### src/rtl/mux_tree_pipe.sv
// mux_tree_pipe: two-stage pipelined 2**SEL_W:1 mux (half-trees in S1, final 2:1 in S2), latency 2, one beat/cycle.
// out_ready stalls S2, then S1, then in_ready; `define MUX_TREE_SCAN_EN adds scan_mode/scan_idx counter-driven select.
module mux_tree_pipe #(
  parameter int W     = 1,
  parameter int SEL_W = 4
) (
  input  logic                      clk,
  input  logic                      rst_n,
  input  logic [(2**SEL_W)*W-1:0]   in_data,
  input  logic [SEL_W-1:0]          in_sel,
  input  logic                      in_valid,
  output logic                      in_ready,
`ifdef MUX_TREE_SCAN_EN
  input  logic                      scan_mode,
  output logic [SEL_W-1:0]          scan_idx,
`endif
  output logic [W-1:0]              out_data,
  output logic [SEL_W-1:0]          out_sel,
  output logic                      out_valid,
  input  logic                      out_ready
);
  localparam int N    = 2**SEL_W;
  localparam int HALF = N / 2;

  logic             live_q, live_d;
  logic             s1_valid_q, s1_valid_d;
  logic [W-1:0]     s1_lo_q, s1_lo_d;
  logic [W-1:0]     s1_hi_q, s1_hi_d;
  logic [SEL_W-1:0] s1_sel_q, s1_sel_d;
  logic             s2_valid_q, s2_valid_d;
  logic [W-1:0]     s2_data_q, s2_data_d;
  logic [SEL_W-1:0] s2_sel_q, s2_sel_d;

  logic [SEL_W-1:0] beat_sel;
  logic [W-1:0]     lo_mux, hi_mux;
  logic             accept;
  logic             s2_load;

  // live_q keeps in_ready low during reset and for the release cycle
  assign in_ready = live_q && (!s1_valid_q || !s2_valid_q || out_ready);
  assign accept   = in_valid && in_ready;
  assign s2_load  = !s2_valid_q || out_ready;

`ifdef MUX_TREE_SCAN_EN
  logic [SEL_W-1:0] cnt_q, cnt_d;

  always_comb begin
    beat_sel = scan_mode ? cnt_q : in_sel;
    cnt_d    = cnt_q;
    if (accept && scan_mode) cnt_d = cnt_q + SEL_W'(1);
  end

  assign scan_idx = cnt_q;

  always_ff @(posedge clk or negedge rst_n) begin
    if (!rst_n) cnt_q <= '0;
    else        cnt_q <= cnt_d;
  end
`else
  assign beat_sel = in_sel;
`endif

  // The low select bits pick the same slot in both halves; the top bit is resolved in S2
  always_comb begin
    lo_mux = '0;
    hi_mux = '0;
    for (int k = 0; k < HALF; k++) begin
      if (beat_sel[SEL_W-2:0] == (SEL_W-1)'(k)) begin
        lo_mux = in_data[k*W +: W];
        hi_mux = in_data[(k+HALF)*W +: W];
      end
    end
  end

  always_comb begin
    live_d     = 1'b1;
    s1_valid_d = s1_valid_q;
    s1_lo_d    = s1_lo_q;
    s1_hi_d    = s1_hi_q;
    s1_sel_d   = s1_sel_q;
    s2_valid_d = s2_valid_q;
    s2_data_d  = s2_data_q;
    s2_sel_d   = s2_sel_q;
    if (in_ready) begin
      s1_valid_d = in_valid;
      s1_lo_d    = lo_mux;
      s1_hi_d    = hi_mux;
      s1_sel_d   = beat_sel;
    end
    if (s2_load) begin
      s2_valid_d = s1_valid_q;
      s2_data_d  = s1_sel_q[SEL_W-1] ? s1_hi_q : s1_lo_q;
      s2_sel_d   = s1_sel_q;
    end
  end

  always_ff @(posedge clk or negedge rst_n) begin
    if (!rst_n) begin
      live_q     <= 1'b0;
      s1_valid_q <= 1'b0;
      s1_lo_q    <= '0;
      s1_hi_q    <= '0;
      s1_sel_q   <= '0;
      s2_valid_q <= 1'b0;
      s2_data_q  <= '0;
      s2_sel_q   <= '0;
    end else begin
      live_q     <= live_d;
      s1_valid_q <= s1_valid_d;
      s1_lo_q    <= s1_lo_d;
      s1_hi_q    <= s1_hi_d;
      s1_sel_q   <= s1_sel_d;
      s2_valid_q <= s2_valid_d;
      s2_data_q  <= s2_data_d;
      s2_sel_q   <= s2_sel_d;
    end
  end

  assign out_valid = s2_valid_q;
  assign out_data  = s2_data_q;
  assign out_sel   = s2_sel_q;

endmodule

### config.mk
export PLATFORM = sky130hd
export DESIGN_NAME = mux_tree_pipe
export DESIGN_NICKNAME = d
export VERILOG_FILES = /design/src/rtl/mux_tree_pipe.sv
export SDC_FILE = /design/constraint.sdc
export NUM_CORES = 1
export LEC_CHECK = 0
export BUFFER_PORTS_ARGS = -buffer_cell sky130_fd_sc_hd__buf_2
export CORE_UTILIZATION = 40
export CTS_BUF_LIST = sky130_fd_sc_hd__clkbuf_8
export CTS_CLUSTER_SIZE = 14
export DETAILED_ROUTE_END_ITERATION = 8
export PLACE_DENSITY = 0.8
export REMOVE_ABC_BUFFERS = 1
export SLEW_MARGIN = 10
export SYNTH_ARGS = -nofsm -noshare
export SYNTH_HDL_FRONTEND = slang
export SYNTH_SLANG_ARGS = --single-unit
### constraint.sdc
create_clock -name clk -period 2.1 [get_ports clk]
set_clock_uncertainty 0.15 [all_clocks]
set_input_delay 0.105 -clock clk [delete_from_list [all_inputs] [get_ports clk]]
set_output_delay 0.105 -clock clk [all_outputs]
set_load 0.03 [all_outputs]
==> results of run 1 <==
-- flip-flops by register name (all words and copies together) (netlist names) --
name        cells
s1_sel_q        4
s1_hi_q         1
live_q          1
out_valid       1
s1_valid_q      1
out_sel         4
out_data        1
s1_lo_q         1
-- cell type report --
class / instances / share of cell area (%)
clock buffers: 4 / 5.83
inverters: 1 / 0.397
multi-input cells: 38 / 34.4
flip-flops and latches: 14 / 37.1
well taps: 24 / 3.18
repair buffers: 33 / 19.1
-- report_power, final --
part           switching (W)  total (W)  internal [W]  leakage, nW
combinational       0.000124   0.000232      0.000108        0.292
clock              0.0000861   0.000252      0.000166       0.0288
sequential         0.0000274   0.000351      0.000323        0.164
-- through the flow --
stage / hold WS (ns) / area [µm²]
2_1_floorplan: -0.341 / 679
3_3_place_gp: -0.146 / 860
3_5_place_dp: -0.145 / 860
4_1_cts: 0.0102 / 945
5_1_grt: 0.0163 / 945
6_report: 0.0131 / 945
-- worst max path at each step --
stage,slack [ns],start,depth (start not counted),to
4_1_cts,0.35,out_valid,4,in_ready
2_1_floorplan,0.41,out_valid,3,s1_sel_q[0]
3_5_place_dp,0.52,out_valid,3,s1_sel_q[3]
6_report,0.39,out_valid,4,in_ready
5_1_grt,0.26,out_valid,4,in_ready
3_3_place_gp,0.56,out_valid,3,s1_sel_q[2]
-- cells in the mapped netlist, types with 2 or more instances --
master    n
dfrtp_1  14
o21ai_0   5
mux2_4    5
nor2_1    3
nand2_1   4
mux2_2    4
mux2i_1   5
o31ai_1   2
buf_6     3
-- cell families (layout without fill, tap and decap cells) --
family                 count (synthesis)  count (layout)  synth area share [%]
muxes                                 15              15                  26.8
DFF                                   14              14                  48.8
and+or+nand+nor                       12              12                  8.71
AOI/OAI and AO/OA                     10              10                  9.23
buffers and inverters                  5              38                  5.92
other                                  1               1                 0.522
-- routing by layer --
layer	up-vias	GRT usage, %
li1	264	-
met1	226	14.6
met2	34	24.1
met3	3	3.67
met4	0	12.7
met5	-	0
-- worst max-delay path, stage by stage (launching register included) --
cell and delay (ns):
dfrtp_1 0.34, nor2b_4 0.23, a21bo_1 0.40, inv_1 0.07, buf_2 0.18
==> results.yml, run 1 <==
clock_network:
  postCtsSetupBuffers: 0
  cts_num_sinks: 14
  ctsHoldBuffers: 3
  cts_tree: "built"
  clock_latency_ns: 0.24
  clk_pin_slew_worst_paths_ns: 0.05
  cts-buffers-inserted: 3
  cts_max_level: 1
  clockBufferDepth: 2
  cts_resized: 0
  clockRootBuffer: "clkbuf_8"
pwr:
  peakVddDrop_mv: 0.338
  power_leakage_nw: 0.485
  power.total_w: 0.000834
  powerDensity_nw_per_um2: 883
global_route:
  grt_usage_pct: 14.4
  grt_pass1_vias: 483
  grt_pass1_wl_um: 1940
  grt_max_degree: 15
  grt.overflow.total: 0
  grt_antenna_before_repair: 0
hold_path:
  whs_path_depth: 3
  worstHoldStart: "in_data[15]"
  worstHoldEndpoint: "s1_hi_q"
  worstHoldPathType: "in -> reg"
worst_setup_path:
  r2r_end: "s1_sel_q[2]"
  worstReg2RegStart: "out_valid"
  arrival_ns: 1.46
  reg2reg_slack_ns: 0.53
  path_class: "reg -> out"
  required_ns: 1.85
  r2r_cells: 3
  start_kind: "flop"
  worstPathMaxFanout: 10
  endpoint_kind: "output port"
timing:
  fin_setup_tns_ns: 0
  worst_slack_ns: 0.388
  fin_crit_sh_pct: 81.5
  slew_violations: 0
  rsz0062_at_grt: "false"
  fmax_mhz: 584
  finalSetupViolations: 0
  fin_crit_ns: 1.71
  hold_violations: 0
status:
  status: "complete, no violations"
routing:
  remaining_drc_errors: 0
  first_pass_iters: 4
  vias_per_cell: 4.62
  met2WireLength_um: 508
  drt-met1-wl_um: 519
  wl_met3_um: 88
  highest_layer: "met4"
  ant_nets: 0
  drt_first_iter_violations: 2
  wl_um: 1140
  wl_per_cell_um: 10.0
  vias: 527
synthesis:
  syn_inst: 57
  ys_warn_count: 0
  async_reset_ff_share_pct: 100
  yosys.area.top_type: "dfrtp_1"
  syn_avg_cell_area_um2: 12.6
  ys_top_cells_by_area: "dfrtp_1 49%, mux2_4 10%, mux2i_1 7.0%, mux2_2 6.3%, buf_6 4.7%"
  synth-seq-area-share_pct: 48.8
  syn_area_um2: 718
  synth_edf_count: 0
  yosysUniqueCellTypes: 21
  ys_ff_latch: 14
  synth_top_area_share_pct: 48.8
  ys.flop_type: "dfrtp_1"
cells_and_area:
  layout_commonest_cell: "buf_2"
  fin_cells: 114
  multi_input_area_um2: 325
  fillerInstances: 143
  antenna_cells: 0
  final-seq-area_um2: 350
  nets: 115
  mostFrequentLayoutCells: "30 x buf_2, 14 x dfrtp_1, 5 x mux2_4, 5 x mux2i_1, 5 x o21ai_0"
  drive_above_1_share_pct: 51.1
  syn_to_final_growth_pct: 31.5
  post-route-util_pct: 59.3
placed_design:
  post-place-ws_ns: 0.519
  routabilityCongestion: 0.685
  placed_cells_incl_taps: 107
  portBuffers: 30
flow_run:
  max_cap_viol_count: 0
floorplan:
  core_area_um2: 1590
  die_h_um: 44.4
  rows: 14
  die_area_um2: 1970
  die_w_um: 44.4
  pin_count: 31
  start_util_pct: 45.1
Note: power is estimated with default switching activity, not from simulation.
==> run 2: changes to the inputs <==
ABC_AREA = 1   (was unset)
PLACE_DENSITY = 0.83   (was 0.8)
clock period = 1.4 ns   (was 2.1 ns; I/O delays follow)
==> run 2 against run 1 <==
Effect of this change: largest power group unchanged; sequential cell count is the same; count of clock-buffer cells in the layout down 1; die area increased by 1.2%; hold slack worse by 0.0098 ns; cell count is 39% higher; critical path depth is 2 higher; sequential share of layout area decreased by 2.9 points; combinational power up 48%; via count grew 40%; global-route usage increased by 2.2 points; wire length up 34%.
==> results.yml, run 2 <==
routing:
  first_pass_iters: 4
  highest_layer: "met4"
  drt-met1-wl_um: 639
  vias_per_cell: 4.66
  wl_um: 1530
  wl_per_cell_um: 9.70
  met2WireLength_um: 780
  drt_first_iter_violations: 14
  ant_nets: 0
  vias: 736
  wl_met3_um: 106
  remaining_drc_errors: 0
cells_and_area:
  mostFrequentLayoutCells: "32 x nand2_1, 29 x buf_2, 14 x dfrtp_1"
  multi_input_area_um2: 324
  post-route-util_pct: 60.1
  drive_above_1_share_pct: 36.8
  fillerInstances: 165
  layout_commonest_cell: "nand2_1"
  nets: 159
  syn_to_final_growth_pct: 41.1
  antenna_cells: 0
  fin_cells: 158
  final-seq-area_um2: 350
synthesis:
  synth-seq-area-share_pct: 48.2
  syn_avg_cell_area_um2: 7.82
  ys_warn_count: 0
  synth_edf_count: 0
  synth_most_common_cell: "nand2_1"
  synth_common_cells: "32 x nand2_1, 14 x dfrtp_1, 9 x inv_1, 6 x nand4_1, 6 x o21ai_0"
  syn_area_um2: 727
  yosys.area.top_type: "dfrtp_1"
  async_reset_ff_share_pct: 100
  ys_ff_latch: 14
  syn_inst: 93
  yosysUniqueCellTypes: 16
  ys_top_cells_by_area: "dfrtp_1 48%, nand2_1 17%, nand4_1 5.2%, inv_1 4.6%, o21ai_0 4.1%"
  synth_top_area_share_pct: 48.2
  ys.flop_type: "dfrtp_1"
global_route:
  grt_antenna_before_repair: 0
  grt_pass1_wl_um: 2430
  grt_max_degree: 15
  grt.overflow.total: 0
  grt_pass1_vias: 650
  grt_usage_pct: 16.6
worst_setup_path:
  crit_path_frequent_cell: "inv_2"
  endpoint_kind: "output port"
  arrival_ns: 1.14
  required_ns: 1.18
  cp_top_family: "flip-flops"
  cp_num_buf_inv: 4
  cpPeakStageDelay_ns: 0.35
  path_cells: "inv_2 -> nor2_4 -> inv_4 -> o21ai_4 -> inv_2 -> buf_6"
  worstReg2RegStart: "out_valid"
  r2r_end: "s1_sel_q[2]"
  start_kind: "flop"
  path_class: "reg -> out"
  reg2reg_slack_ns: 0.09
  slowest_stage: "dfrtp_1"
  worstPathMaxFanout: 3
  r2r_cells: 7
clock_network:
  clockBufferDepth: 2
  clk_pin_slew_worst_paths_ns: 0.06
  cts_num_sinks: 14
  clock_latency_ns: 0.24
  cts-buffers-inserted: 3
  cts_tree: "built"
  cts_max_level: 1
  clockRootBuffer: "clkbuf_8"
flow_run:
  max_cap_viol_count: 0
placed_design:
  placed_cells_incl_taps: 148
  routabilityCongestion: 0.793
  hpwl_um: 1200
  portBuffers: 30
floorplan:
  die_h_um: 44.6
  die_w_um: 44.6
  die_area_um2: 1990
  pin_count: 31
  start_util_pct: 42.6
  rows: 15
  core_area_um2: 1710
timing:
  fmax_mhz: 737
  finalSetupViolations: 0
  fin_crit_sh_pct: 96.9
  rsz0062_at_grt: "false"
  timing.hold.ws_ns: 0.00332
  fin_crit_ns: 1.36
  slew_violations: 0
  hold_violations: 0
hold_path:
  worstHoldPathType: "in -> reg"
  worstHoldStart: "in_data[15]"
  worstHoldEndpoint: "s1_hi_q"
  whs_path_depth: 5
pwr:
  power_leakage_nw: 0.554
  peakVddDrop_mv: 0.484
  power.total_w: 0.00116
  powerDensity_nw_per_um2: 1130
status:
  status: "complete, no violations"
-- run 2: cell types whose count changed after synthesis, sizes merged, moves of 3 or more --
cell	before	now
nand2	4	32
inv	1	12
mux2	9	0
nand4	0	6
mux2i	5	0
a21oi	0	4
nand3	1	5
nor2	3	6
nor3	1	4
-- run 2: timing repair --
action                     4_1_cts  5_1_grt
resized for setup                6        0
buffers inserted                 4        0
hold endpoints to repair        16        0
pin swaps                        2        2
setup endpoints to repair        1        3
hold buffers                     3        0
-- run 2: worst register-to-register path: cells and delay by family (launching register included) --
kind / cells / cell delay [ns]
flip-flops: 1 / 0.35
buffers and inverters: 4 / 0.34
AO/OA/AOI/OAI: 2 / 0.22
AND/OR/NAND/NOR: 1 / 0.11
-- run 2: routing by layer --
layer,vias to the layer above,GRT usage (%)
li1,378,-
met2,34,30.0
met1,322,19.1
met4,0,5.45
met3,2,3.67
met5,-,0
-- run 2: layout make-up --
class	instances	share of cell area, %
clock buffers	3	4.02
inverters	12	4.63
multi-input cells	65	31.6
flip-flops and latches	14	34.1
well taps	25	3.05
repair buffers	39	22.6
-- run 2: where the power goes --
| group | internal (W) | switching (W) |
|---|---|---|
| Clock | 0.000189 | 0.000120 |
| Combinational | 0.000129 | 0.000215 |
| Sequential | 0.000473 | 0.0000368 |
| Total | 0.000791 | 0.000372 |
-- run 2: logic make-up after synthesis --
group	synth area share (%)
and+or+nand+nor	34.9
DFF	48.2
buffers and inverters	8.26
AOI/OAI and AO/OA	8.09
other	0.516
-- run 2: per-stage QoR --
stage          setup slack (ns)  area, µm²  setup TNS [ns]
2_1_floorplan            -0.408        712           -1.59
3_3_place_gp             0.0870        908               0
3_5_place_dp             0.0278        908               0
4_1_cts                 0.00792       1030               0
5_1_grt                 0.00132       1030               0
6_report                 0.0435       1030               0
-- run 2: worst max-delay path by stage --
stage              start          to  slack (ns)  depth (start not counted)
2_1_floorplan  out_valid  s1_valid_q       -0.41                          7
3_3_place_gp   out_valid     s1_hi_q        0.09                          8
3_5_place_dp   out_valid     s1_lo_q        0.03                          8
4_1_cts        out_valid    in_ready       0.008                          6
5_1_grt        out_valid    in_ready       0.001                          6
6_report       out_valid    in_ready        0.04                          6
